File: src/rtl/compressor_test_pkg.sv
// Shared types and defaults for the compressor result serializer.
// State encoding and default column count live here.
package compressor_test_pkg;

   localparam int DST_W_DEF  = 26;
   localparam int SETTLE_DEF = 2;

   typedef enum logic [1:0] {
      IDLE,
      WAIT,
      SHIFT,
      DONE
   } ser_state_t;

endpackage

File: src/rtl/result_misr.sv
// Rotate-xor signature register folding each captured result vector.
// Instantiated by result_serializer only when RESULT_MISR_EN is defined.
module result_misr
   import compressor_test_pkg::*;
#(
   parameter int DST_W = DST_W_DEF
) (
   input  logic             clk,
   input  logic             rst,
   input  logic             load,
   input  logic [DST_W-1:0] din,
   output logic [DST_W-1:0] sig
);

   logic [DST_W-1:0] r_sig;

   always_ff @(posedge clk) begin
      if (rst) begin
         r_sig <= '0;
      end else if (load) begin
         r_sig <= {r_sig[DST_W-2:0], r_sig[DST_W-1]} ^ din;
      end
   end

   assign sig = r_sig;

endmodule

File: src/rtl/result_serializer.sv
// Captures compressor dst columns and shifts them out LSB first on a ready/valid pin.
// Optional signature port and MISR enabled by defining RESULT_MISR_EN.
module result_serializer
   import compressor_test_pkg::*;
#(
   parameter int DST_W  = DST_W_DEF,
   parameter int SETTLE = SETTLE_DEF
) (
   input  logic             clk,
   input  logic             rst,
   input  logic             start,
   input  logic [DST_W-1:0] din,
   output logic             dout,
   output logic             dout_valid,
   input  logic             dout_ready,
   output logic             busy,
   output logic             done
`ifdef RESULT_MISR_EN
   ,
   output logic [DST_W-1:0] sig
`endif
);

   localparam int BIT_W = $clog2(DST_W + 1);
   localparam int CNT_W = (SETTLE > 1) ? $clog2(SETTLE) : 1;
   localparam logic [BIT_W-1:0] LAST_BIT = BIT_W'(DST_W - 1);
   localparam logic [CNT_W-1:0] CNT_INIT =
      CNT_W'((SETTLE > 0) ? SETTLE - 1 : 0);

   ser_state_t       r_state;
   logic [DST_W-1:0] r_shreg;
   logic [CNT_W-1:0] r_cnt;
   logic [BIT_W-1:0] r_bitcnt;
   logic             r_dout;
   logic             r_valid;
   logic             r_busy;
   logic             r_done;

   logic w_accept;
   logic w_capture;
   logic w_beat;

   assign w_accept  = (r_state == IDLE) && start;
   // Zero settle captures on the accepting edge itself
   assign w_capture = (w_accept && (SETTLE == 0)) ||
                      ((r_state == WAIT) && (r_cnt == '0));
   assign w_beat    = r_valid && dout_ready;

   always_ff @(posedge clk) begin
      if (rst) begin
         r_state  <= IDLE;
         r_shreg  <= '0;
         r_cnt    <= '0;
         r_bitcnt <= '0;
         r_dout   <= 1'b0;
         r_valid  <= 1'b0;
         r_busy   <= 1'b0;
         r_done   <= 1'b0;
      end else begin
         r_done <= 1'b0;
         if (w_capture) begin
            r_state  <= SHIFT;
            r_shreg  <= din;
            r_bitcnt <= '0;
            r_dout   <= din[0];
            r_valid  <= 1'b1;
            r_busy   <= 1'b1;
         end else begin
            unique case (r_state)
               IDLE: begin
                  if (start) begin
                     r_state <= WAIT;
                     r_cnt   <= CNT_INIT;
                     r_busy  <= 1'b1;
                  end
               end
               WAIT: begin
                  r_cnt <= r_cnt - CNT_W'(1);
               end
               SHIFT: begin
                  if (w_beat) begin
                     r_shreg  <= r_shreg >> 1;
                     r_bitcnt <= r_bitcnt + BIT_W'(1);
                     if (r_bitcnt == LAST_BIT) begin
                        r_state <= DONE;
                        r_dout  <= 1'b0;
                        r_valid <= 1'b0;
                        r_done  <= 1'b1;
                     end else begin
                        r_dout <= r_shreg[1];
                     end
                  end
               end
               DONE: begin
                  r_state <= IDLE;
                  r_busy  <= 1'b0;
               end
               default: r_state <= IDLE;
            endcase
         end
      end
   end

   assign dout       = r_dout;
   assign dout_valid = r_valid;
   assign busy       = r_busy;
   assign done       = r_done;

`ifdef RESULT_MISR_EN
   result_misr #(
      .DST_W(DST_W)
   ) u_misr (
      .clk (clk),
      .rst (rst),
      .load(w_capture),
      .din (din),
      .sig (sig)
   );
`endif

endmodule

File: config.mk
export PLATFORM = sky130hd
export DESIGN_NAME = result_serializer
export DESIGN_NICKNAME = d
export VERILOG_FILES = /design/src/rtl/compressor_test_pkg.sv /design/src/rtl/result_misr.sv /design/src/rtl/result_serializer.sv
export SDC_FILE = /design/constraint.sdc
export NUM_CORES = 1
export LEC_CHECK = 0
export CAP_MARGIN = 40
export CORE_MARGIN = 2
export CORE_UTILIZATION = 40
export DETAILED_ROUTE_END_ITERATION = 10
export GPL_TIMING_DRIVEN = 0
export HOLD_SLACK_MARGIN = 0.12
export PLACE_DENSITY = 0.64
export SYNTH_ARGS = -nofsm -noshare
export SYNTH_HDL_FRONTEND = slang
export SYNTH_SLANG_ARGS = --single-unit
File: constraint.sdc
create_clock -name clk -period 1.9 [get_ports clk]
set_input_delay 0.19 -clock clk [delete_from_list [all_inputs] [get_ports clk]]
set_output_delay 0.19 -clock clk [all_outputs]
set_load 0.01 [all_outputs]
Word level (Yosys, flattened, before mapping)
Cells that the tools add are included.

Add/subtract/negate cells: 2. Eq/ne operators: 10. Multiplexer cells: 21. Bitwise logic cells: 4. Reductions and logical operators: 19.

Operators by type and width (number): 26-bit two-way mux (3); 1-bit two-way mux (11); 3-bit inequality test, second input constant (3); 2-bit two-way mux (4); 4-bit AND reduction (2); 2-bit nonzero test (4); 2-bit inequality test, second input constant (3); 2-bit case mux with 3 select lines (1); 2-bit AND reduction (3); 3-bit AND reduction (2); 3-bit nonzero test (2); 5-bit by 1-bit adder with 5-bit output, second input constant (1); 5-bit equality test, second input constant (1); 2-bit equality test, second input constant (2); 1-bit NOT (4); 1-bit case mux with 2 select lines (2); 4-bit nonzero test (1); 4-bit OR reduction (1); 2-bit by 1-bit equality test with 1-bit output, second input constant (1); 1-bit logical AND (2); 2-bit zero test (1); 2-bit OR reduction (1); 1-bit subtractor, second input constant (1).

Flip-flop bits (word level): 38. Input port bits: 30. Output and inout bits: 4. Logic and storage cells: 65.

Logic depth before layout (Yosys ltp)
Depth in word-level cells: 5. Mapped depth: 6.

Least setup slack after synthesis
OpenSTA, ideal clock, no wires.

Kind: flip-flop to flip-flop. Start: register r_state[1]. End: register r_shreg[10]. Data arrival time: 1.273 ns. Required time: 1.755 ns. Slack: 0.482 ns. Cell stages (with the launch flop): 7. Buffers on the path: 3. Clock period less this slack: 1.418 ns. Cell sequence: dfxtp_1 -> buf_4 -> or3b_1 -> buf_4 -> buf_2 -> nor2_1 -> a311oi_2.

Cells in the longest elaborated chain, start to end: 4. Elaborated cells between the ends (all ways): 7. Those cells by class: 2 x eq/ne; 1 x mux; 4 x reduce/logical.

RTL lines: start: declaration (line result_serializer.sv:30) `ser_state_t r_state;`; start signal: assignment (line result_serializer.sv:51) `r_state <= IDLE;`; start signal: assignment (line result_serializer.sv:62) `r_state <= SHIFT;`; start signal: assignment (line result_serializer.sv:72) `r_state <= WAIT;`; 2-bit by 1-bit equality test with 1-bit output (line result_serializer.sv:46) `((r_state == WAIT) && (r_cnt == '0));`; 1-bit logical AND (line result_serializer.sv:46); 2-bit nonzero test (no line); 2-bit AND reduction (no line); end signal: assignment (line result_serializer.sv:63) `r_shreg <= din;`; end signal: assignment (line result_serializer.sv:82) `r_shreg <= r_shreg >> 1;`; end: declaration (line result_serializer.sv:31) `logic [DST_W-1:0] r_shreg;`.

Parallel ways exist; a longest one is shown, timed or not. A chain may end at the register's enable or synchronous reset.

Worst setup path after layout
Start: register r_state[0]. End: register r_shreg[13].

The elaborated chain is that of the path after synthesis.

==> metrics <==
clk slew on worst S/H paths 0.08 ns; most numerous cell in the Yosys netlist nand2_1; CP Depth 4; FFs w/ async S/R, synth 0%; PostCTS Resize Cnt 0; slowest library cell on the worst path dfxtp_1; Clk Latency, worst-skew pair 0.29 ns; Die Ht 69.7 um; clk buf depth 2; placer congestion estimate 0.706; worst slew pin tran 0.694 ns; Arr. time, crit path 1.88 ns; grt peak-use layer met2; Avg Cell Area, Syn 8.98 sq um; Slew Limit Headroom 53.8%; max-slew violations 0; Final WS setup 0.226 ns; maximum vdd drop 373 uV; Root Driver clkbuf_8; syn nets 224; mapped cell area 0.00172 sq mm; final wirelength 3790 um; DP HPWL 2540 um; critical path cell sequence nand4b_1 > clkbuf_1 > nand2_1 > a311oi_2; Layout Nets 264; initial core utilization 42.2%; drt pass-1 iters 4; fraction of layout instances using a drive strength above 1 15.5%; main flop type after synthesis dfxtp_1; fillers 410; Routed WL per cell 13.4 um; Worst Setup Start Kind register; FP Rows 23; Ant. Diodes 0; core area 0.00409 sq mm; Post-synth EDFFs 0; Worst path max stage delay 0.48 ns; DIE AREA 0.00485 sq mm; Crit. Startpoint r_state[0]$_SDFFE_PP0P_; run status finished, final reports clean; design area 0.00222 sq mm; clk_skew 0.00449 ns; first-pass GRT wire length 6520 um; placed cells 275; Distinct cells, synth 32; Hold Violations, Final 0; CTS buffer count 5; Util after Layout 54.3%; buffers and inverters on the worst path 1; number of global-route vias before repair 1358; R2R Setup Slk 0.23 ns; worst reg2reg path depth 4; Vias/cell 5.22; cell family with most CP delay flip-flops; Placed Area 0.00212 sq mm; Final setup viols 0; vias 1477; post-synthesis sequential area ratio 43.0%; Finished Layout Cells 283; reg2reg start r_state[0]$_SDFFE_PP0P_; antenna viol nets, final 0; Crit. End Element register; PD cells 836 mW/mm^2; Residual DRC 0; GRT Util Overall 16.7%; Starting DRT DRC Count 115; Gate Count Post-Synth 192; max_cap viols 0; fin crit period 1.67 ns; crit share post-route 88.1%; crit-path max FO 10; LEAKAGE 0.748 nW; RSZ-0062 raised after global routing false; grt total ovfl 0; Synth area leaders dfxtp_1 43%, a311oi_2 15%, nand2_1 8.3%, nor2_1 4.8%, a21oi_1 4.1%; area grow syn2layout 28.7%; hold buffer count at cts 0; IO Pins 34; Sink Count 37; pre-CTS WS 0.0864 ns; Synth top area share 43.0%; Setup crit end r_shreg[13]$_SDFFE_PP0P_; initial antenna violation count 0; Worst R2R End r_shreg[13]$_SDFFE_PP0P_; hold depth 3; fmax 597 MHz; largest net degree at the start of global routing 12; Die Span X 69.7 um; hold crit path type primary input to register; # port buffers 33; synth cell count leaders 38 x nand2_1, 37 x dfxtp_1, 22 x nor2_1; postcts setup bufs 0; met1 GRT Util 23.4%; Critical Setup Path Class register to register; H-tree Lvls 2; Synth area leader dfxtp_1; Worst Path Required 2.11 ns; Synth Register Bits 37; CTS tree built; Yosys warnings 0; met2 Resource Use GR 23.6%; M3 GR Usage 5.81%; setup_tns 0 ns
power by group:
part	total, mW	switching (mW)	internal [mW]
clock	0.615	0.286	0.328
combinational	0.343	0.161	0.183
sequential	0.896	0.0463	0.849
layer usage:
layer | routed length (um) | up-vias
li1 | - | 768
met5 | 0 | -
met4 | 35 | 0
met2 | 1590 | 44
met3 | 284 | 4
met1 | 1880 | 661
cells by family after synthesis:
logic type               after synthesis  share of synthesized area (%)
AO/OA/AOI/OAI                         48                           26.1
XOR/XNOR                               1                          0.508
adder cells (fa/ha/maj)                2                           1.45
buffers and inverters                 17                           5.52
flip-flops                            37                           43.0
AND/OR/NAND/NOR                       87                           23.5
stage by stage:
stage	hold slack [ns]	total power [mW]
floorplan	0.326	1.13
global placement	0.457	1.25
detailed placement	0.462	1.26
CTS	0.440	1.86
global route	0.454	1.95
finish	0.442	1.85
worst min path at each step:
stage | startpoint | endpoint | slack [ns]
5_1_grt | din[25] | r_shreg[25]$_SDFFE_PP0P_ | 0.45
2_1_floorplan | din[25] | r_shreg[25]$_SDFFE_PP0P_ | 0.33
3_5_place_dp | r_shreg[25]$_SDFFE_PP0P_ | r_shreg[25]$_SDFFE_PP0P_ | 0.46
3_3_place_gp | r_shreg[21]$_SDFFE_PP0P_ | r_shreg[21]$_SDFFE_PP0P_ | 0.46
4_1_cts | din[25] | r_shreg[25]$_SDFFE_PP0P_ | 0.44
6_report | din[25] | r_shreg[25]$_SDFFE_PP0P_ | 0.44
state kept, by name, summed over array words and instances (netlist names):
register	cells
busy	1
done	1
dout	1
dout_valid	1
r_bitcnt	5
r_cnt	1
r_shreg	25
r_state	2
worst reg2reg max path: stages, from the launching register on:
cell and delay [ns]:
dfxtp_1 0.48, nand4b_1 0.29, clkbuf_1 0.42, nand2_1 0.14
a311oi_2 0.26
area by class of cell:
class,count,area (sq um),share of cell area (%)
Buffer,15,87.6,3.95
Clock buffer,7,96.3,4.34
Clock inverter,1,5.00,0.226
Inverter,2,7.51,0.338
Multi-Input combinational cell,138,888,40.0
Sequential cell,37,741,33.4
Tap cell,50,62.6,2.82
Timing Repair Buffer,33,330,14.9
cell usage in the layout (no fill, tap or decap):
| cell type | synthesis | layout |
|---|---|---|
| a31o_2 | 1 | 1 |
| nor2_1 | 22 | 22 |
| buf_2 | 4 | 4 |
| nand2b_1 | 2 | 2 |
| or4_1 | 1 | 1 |
| a211oi_1 | 2 | 2 |
| clkinv_2 | 0 | 1 |
| nor2b_1 | 3 | 3 |
| clkdlybuf4s50_1 | 0 | 33 |
| nand3b_1 | 1 | 1 |
| xnor2_1 | 1 | 1 |
| a2bb2oi_1 | 1 | 1 |
| inv_1 | 2 | 2 |
| a311oi_2 | 17 | 17 |
| ha_1 | 2 | 2 |
| or3_1 | 2 | 2 |
| buf_4 | 3 | 3 |
| nor3_1 | 2 | 2 |
| a21oi_1 | 14 | 14 |
| buf_6 | 2 | 2 |
| o21ai_0 | 3 | 3 |
| clkbuf_1 | 5 | 5 |
| nand3_1 | 9 | 9 |
| o31ai_1 | 1 | 1 |
| and4b_1 | 1 | 1 |
| dfxtp_1 | 37 | 37 |
| nand2_1 | 38 | 38 |
| nand4b_1 | 4 | 4 |
| a311oi_1 | 1 | 1 |
| nor3b_2 | 1 | 1 |
| or3b_1 | 1 | 1 |
| clkbuf_8 | 0 | 7 |
| a22oi_1 | 6 | 6 |
| o21bai_1 | 2 | 2 |
| buf_1 | 1 | 1 |
Power figures use the tool's default switching activity.
==> edit 1 (same settings) <==
Re-encode `ser_state_t` (4 states) as one-hot, 4 bits wide.
--- a/src/rtl/compressor_test_pkg.sv
+++ b/src/rtl/compressor_test_pkg.sv
@@ -6,9 +6,9 @@
    localparam int SETTLE_DEF = 2;
 
-   typedef enum logic [1:0] {
-      IDLE,
-      WAIT,
-      SHIFT,
-      DONE
+   typedef enum logic [3:0] {
+      IDLE  = 4'b0001,
+      WAIT  = 4'b0010,
+      SHIFT = 4'b0100,
+      DONE  = 4'b1000
    } ser_state_t;
 
Behaviour: same outputs for any inputs over 10 cycles, from zero or initial values and one cycle with rst high; not proved beyond that.
==> edit 1 against the unedited design <==
- critical path depth is 2 higher
- wire length is 0.53% higher
- power is 6.6% lower
- cell area is 0.28% higher
- setup slack worse by 0.041 ns
- area after synthesis is 0.94% higher
- sequential share of layout area is 1.7 points higher
- sequential cell count is 2 higher
- highest routed layer unchanged
==> edit 1: results <==
[global_routing]
grt_max_degree = 11
grt_pass1_wl_mm = 6.85
track_usage_pct = 17.3

[place]
portBuffers = 32
place_ws_ns = -0.105
gp_congestion = 0.729
place_area_um2 = 2120
hpwl_mm = 2.68

[sta]
fin_crit_sh_pct = 90.3

[finish]
finalNetCount = 285
drive_above_1_share_pct = 8.33
final_cells = 302
fill_cells = 408
multiInputGateArea_um2 = 883

[synthesis]
ys_top_cells_by_area = "dfxtp_1, nand2_1, a311oi_1, nor2_1, buf_6"
seq_area_frac_synth_pct = 44.9
synth_common_cells = "nand2_1, dfxtp_1, nor2_1, a311oi_1, clkbuf_1"
synthCells = 213

[status]
status = "completed"

[pwr]
pg_comb_uw = 288
clkPwrFrac_pct = 29.6
switching_power_uw = 449
powerClk_uw = 513
peakVddDrop_mv = 0.309
leakagePower_uw = 0.000746

[worst_setup_path]
critPathTopFamily = "simple AND/OR/NAND/NOR gates"
reg2reg_depth = 6
timing.rr.end = "r_shreg[7]"

[hold_path]
min_to = "r_state[0]"
hold_depth = 2
holdCritStartpoint = "rst"

[drt]
drt_iter0_markers = 56
num_vias = 1549
routed_wl_mm = 3.81
edit 1: cell types whose count changed after synthesis, moves of 4 or more:
cell and delta:
a311oi_1 +23, nand2_1 +18, a311oi_2 -16, nor2_1 +11, a21oi_1 -10, a22oi_1 -6
nand3_1 -4
edit 1: layer usage:
metal | track usage (%) | up-vias | part of all wire (%)
li1 | - | 823 | -
met1 | 23.2 | 690 | 50
met5 | 0 | - | 0
met4 | 5.77 | 0 | 1.6
met3 | 5.34 | 8 | 4.7
met2 | 26.6 | 28 | 44
edit 1: logic make-up after synthesis:
logic type	Yosys count	share of synthesized area, %
compound gates	37	16.7
xor+xnor	5	2.52
fa+ha+maj	2	1.44
buf+inv	17	5.25
flops	39	44.9
mux	1	0.647
simple gates	112	28.6
edit 1: area by class of cell:
cell class | count | share of cell area [%]
Timing Repair Buffer | 34 | 15.1
Inverter | 1 | 0.169
Clock buffer | 6 | 3.26
Tap cell | 50 | 2.81
Sequential cell | 39 | 35.1
Buffer | 15 | 3.88
Multi-Input combinational cell | 157 | 39.7
==> edit 2 (same settings) <==
Without the edit above. The package constant `DST_W_DEF` goes from 26 to 52.
--- a/src/rtl/compressor_test_pkg.sv
+++ b/src/rtl/compressor_test_pkg.sv
@@ -3,5 +3,5 @@
 package compressor_test_pkg;
 
-   localparam int DST_W_DEF  = 26;
+   localparam int DST_W_DEF  = 52;
    localparam int SETTLE_DEF = 2;
 
Ports: changed (resized din); port bits go from 34 to 60. No check against the original RTL was run, so the function may have changed too.
==> edit 2 against the unedited design <==
- combinational power increased by 88%
- power rose by 85%
- sequential cell count grew 27
- wire length is 88% higher
- sequential power up 74%
- cell area increased by 77%
- area after synthesis up 75%
- fmax fell by 0.62%
- setup slack got worse by 0.011 ns
- critical path type is now input port to flop
- largest power group unchanged
- highest routed layer unchanged
==> edit 2: results <==
[synthesis]
yosys-mux-area-fraction_pct = 0.332
ys_top_cells_by_area = "dfxtp_1, a311oi_2, nand2_1, nor2_1, a21oi_1"
synth_top_family_by_area = "compound AO/OA/AOI/OAI gates"
syn_avg_cell_area_um2 = 8.91
synth_xor_area_share_pct = 0.291
synth_compound_area_share_pct = 28.3
synth_cell_types = 33
synth_common_cells = "nand2_1, dfxtp_1, nor2_1, a311oi_2, a21oi_1"
synthesis.nets = 395
seq_area_frac_synth_pct = 42.5
ys_ff_latch = 64

[place]
gp_congestion = 0.785
place_ws_ns = -0.150
dp.cells = 496
hpwl_mm = 4.88
portBuffers = 59

[drt]
dr_wl_met2_mm = 3.17
drt_iter0_markers = 117
routed_wire_length_per_instance_um = 13.9
met1_length_mm = 3.48
routed-wl-met3_um = 401
via_per_inst = 5.27

[clock_tree]
clkLatencyLatePin_ns = 0.35
cts_made_buffers = 9
htreeDepth = 3

[finish]
final_cells = 512
fill_cells = 697
multiInputGateArea_um2 = 1540
reg_top3 = "r_shreg x51, r_bitcnt x6, r_state x2"
seq_share_pct = 32.6
drive_above_1_share_pct = 17.9
finalNetCount = 465
nClkBuffers = 11
nNonClkInverters = 3
clock_area_share_pct = 5.25
nonClkBufAreaFrac_pct = 19.5
multi_input_cells = 240

[pwr]
leakagePower_uw = 0.00133
peakVddDrop_mv = 0.468
switching_share_pct = 27.4

[sta]
slew_headroom_pct = 53.8
fin_skew_ns = 0.00691

[global_routing]
grtUsageMet3_pct = 6.26
grt_pass1_wl_mm = 12.4
use_met1_pct = 23.9
globalRouteMet2Util_pct = 29.4
track_usage_pct = 18.6
grt_pass1_vias = 2629

[worst_setup_path]
crit_slowest_cell = "clkbuf_1"
slowest_delay_ns = 0.60

[status]
status = "completed"
-- edit 2: changes by cell type after synthesis, moves of 4 or more --
cell / unedited run / this run
buf_6: 2 / 6
a22oi_1: 6 / 10
a311oi_2: 17 / 40
a21oi_1: 14 / 19
nand2_1: 38 / 85
clkbuf_1: 5 / 14
nand3_1: 9 / 15
nor2_1: 22 / 42
dfxtp_1: 37 / 64
buf_2: 4 / 10
-- edit 2: final timing paths --
path,from,endpoint,slack (ns),cells past startpoint
min,din[51],r_shreg[51],0.39,3
max reg2reg,r_state[0],r_shreg[6],0.27,5
min reg2reg,r_shreg[51],r_shreg[51],0.47,2
max,rst,r_shreg[33],0.22,4
-- edit 2: cells by family (layout without fill, tap and decap cells) --
family	Yosys count	in the layout
flip-flops	64	64
XOR/XNOR	1	1
AO/OA/AOI/OAI	80	80
adder cells (fa/ha/maj)	1	1
buffers and inverters	34	109
multiplexers	1	1
AND/OR/NAND/NOR	157	157
-- edit 2: power by group through the flow --
| stage | registers [uW] | clock network, uW | logic, uW |
|---|---|---|---|
| after floorplan | 1570 | 0 | 431 |
| after global placement | 1590 | 0 | 640 |
| after detailed placement | 1590 | 0 | 648 |
| after CTS | 1560 | 1250 | 652 |
| after global routing | 1580 | 1290 | 717 |
| final | 1560 | 1220 | 645 |
-- edit 2: through the flow --
stage	cell area, um2	total power, uW	setup TNS (ns)
4_1_cts	3930	3460	0
6_report	3930	3430	0
2_1_floorplan	3010	2010	0
5_1_grt	3930	3590	0
3_5_place_dp	3730	2240	-4.73
3_3_place_gp	3730	2230	-3.87
-- edit 2: critical path, delay by kind of cell --
family	cells	cell delay, ns
buffers and inverters	3	1.61
AO/OA/AOI/OAI	1	0.07
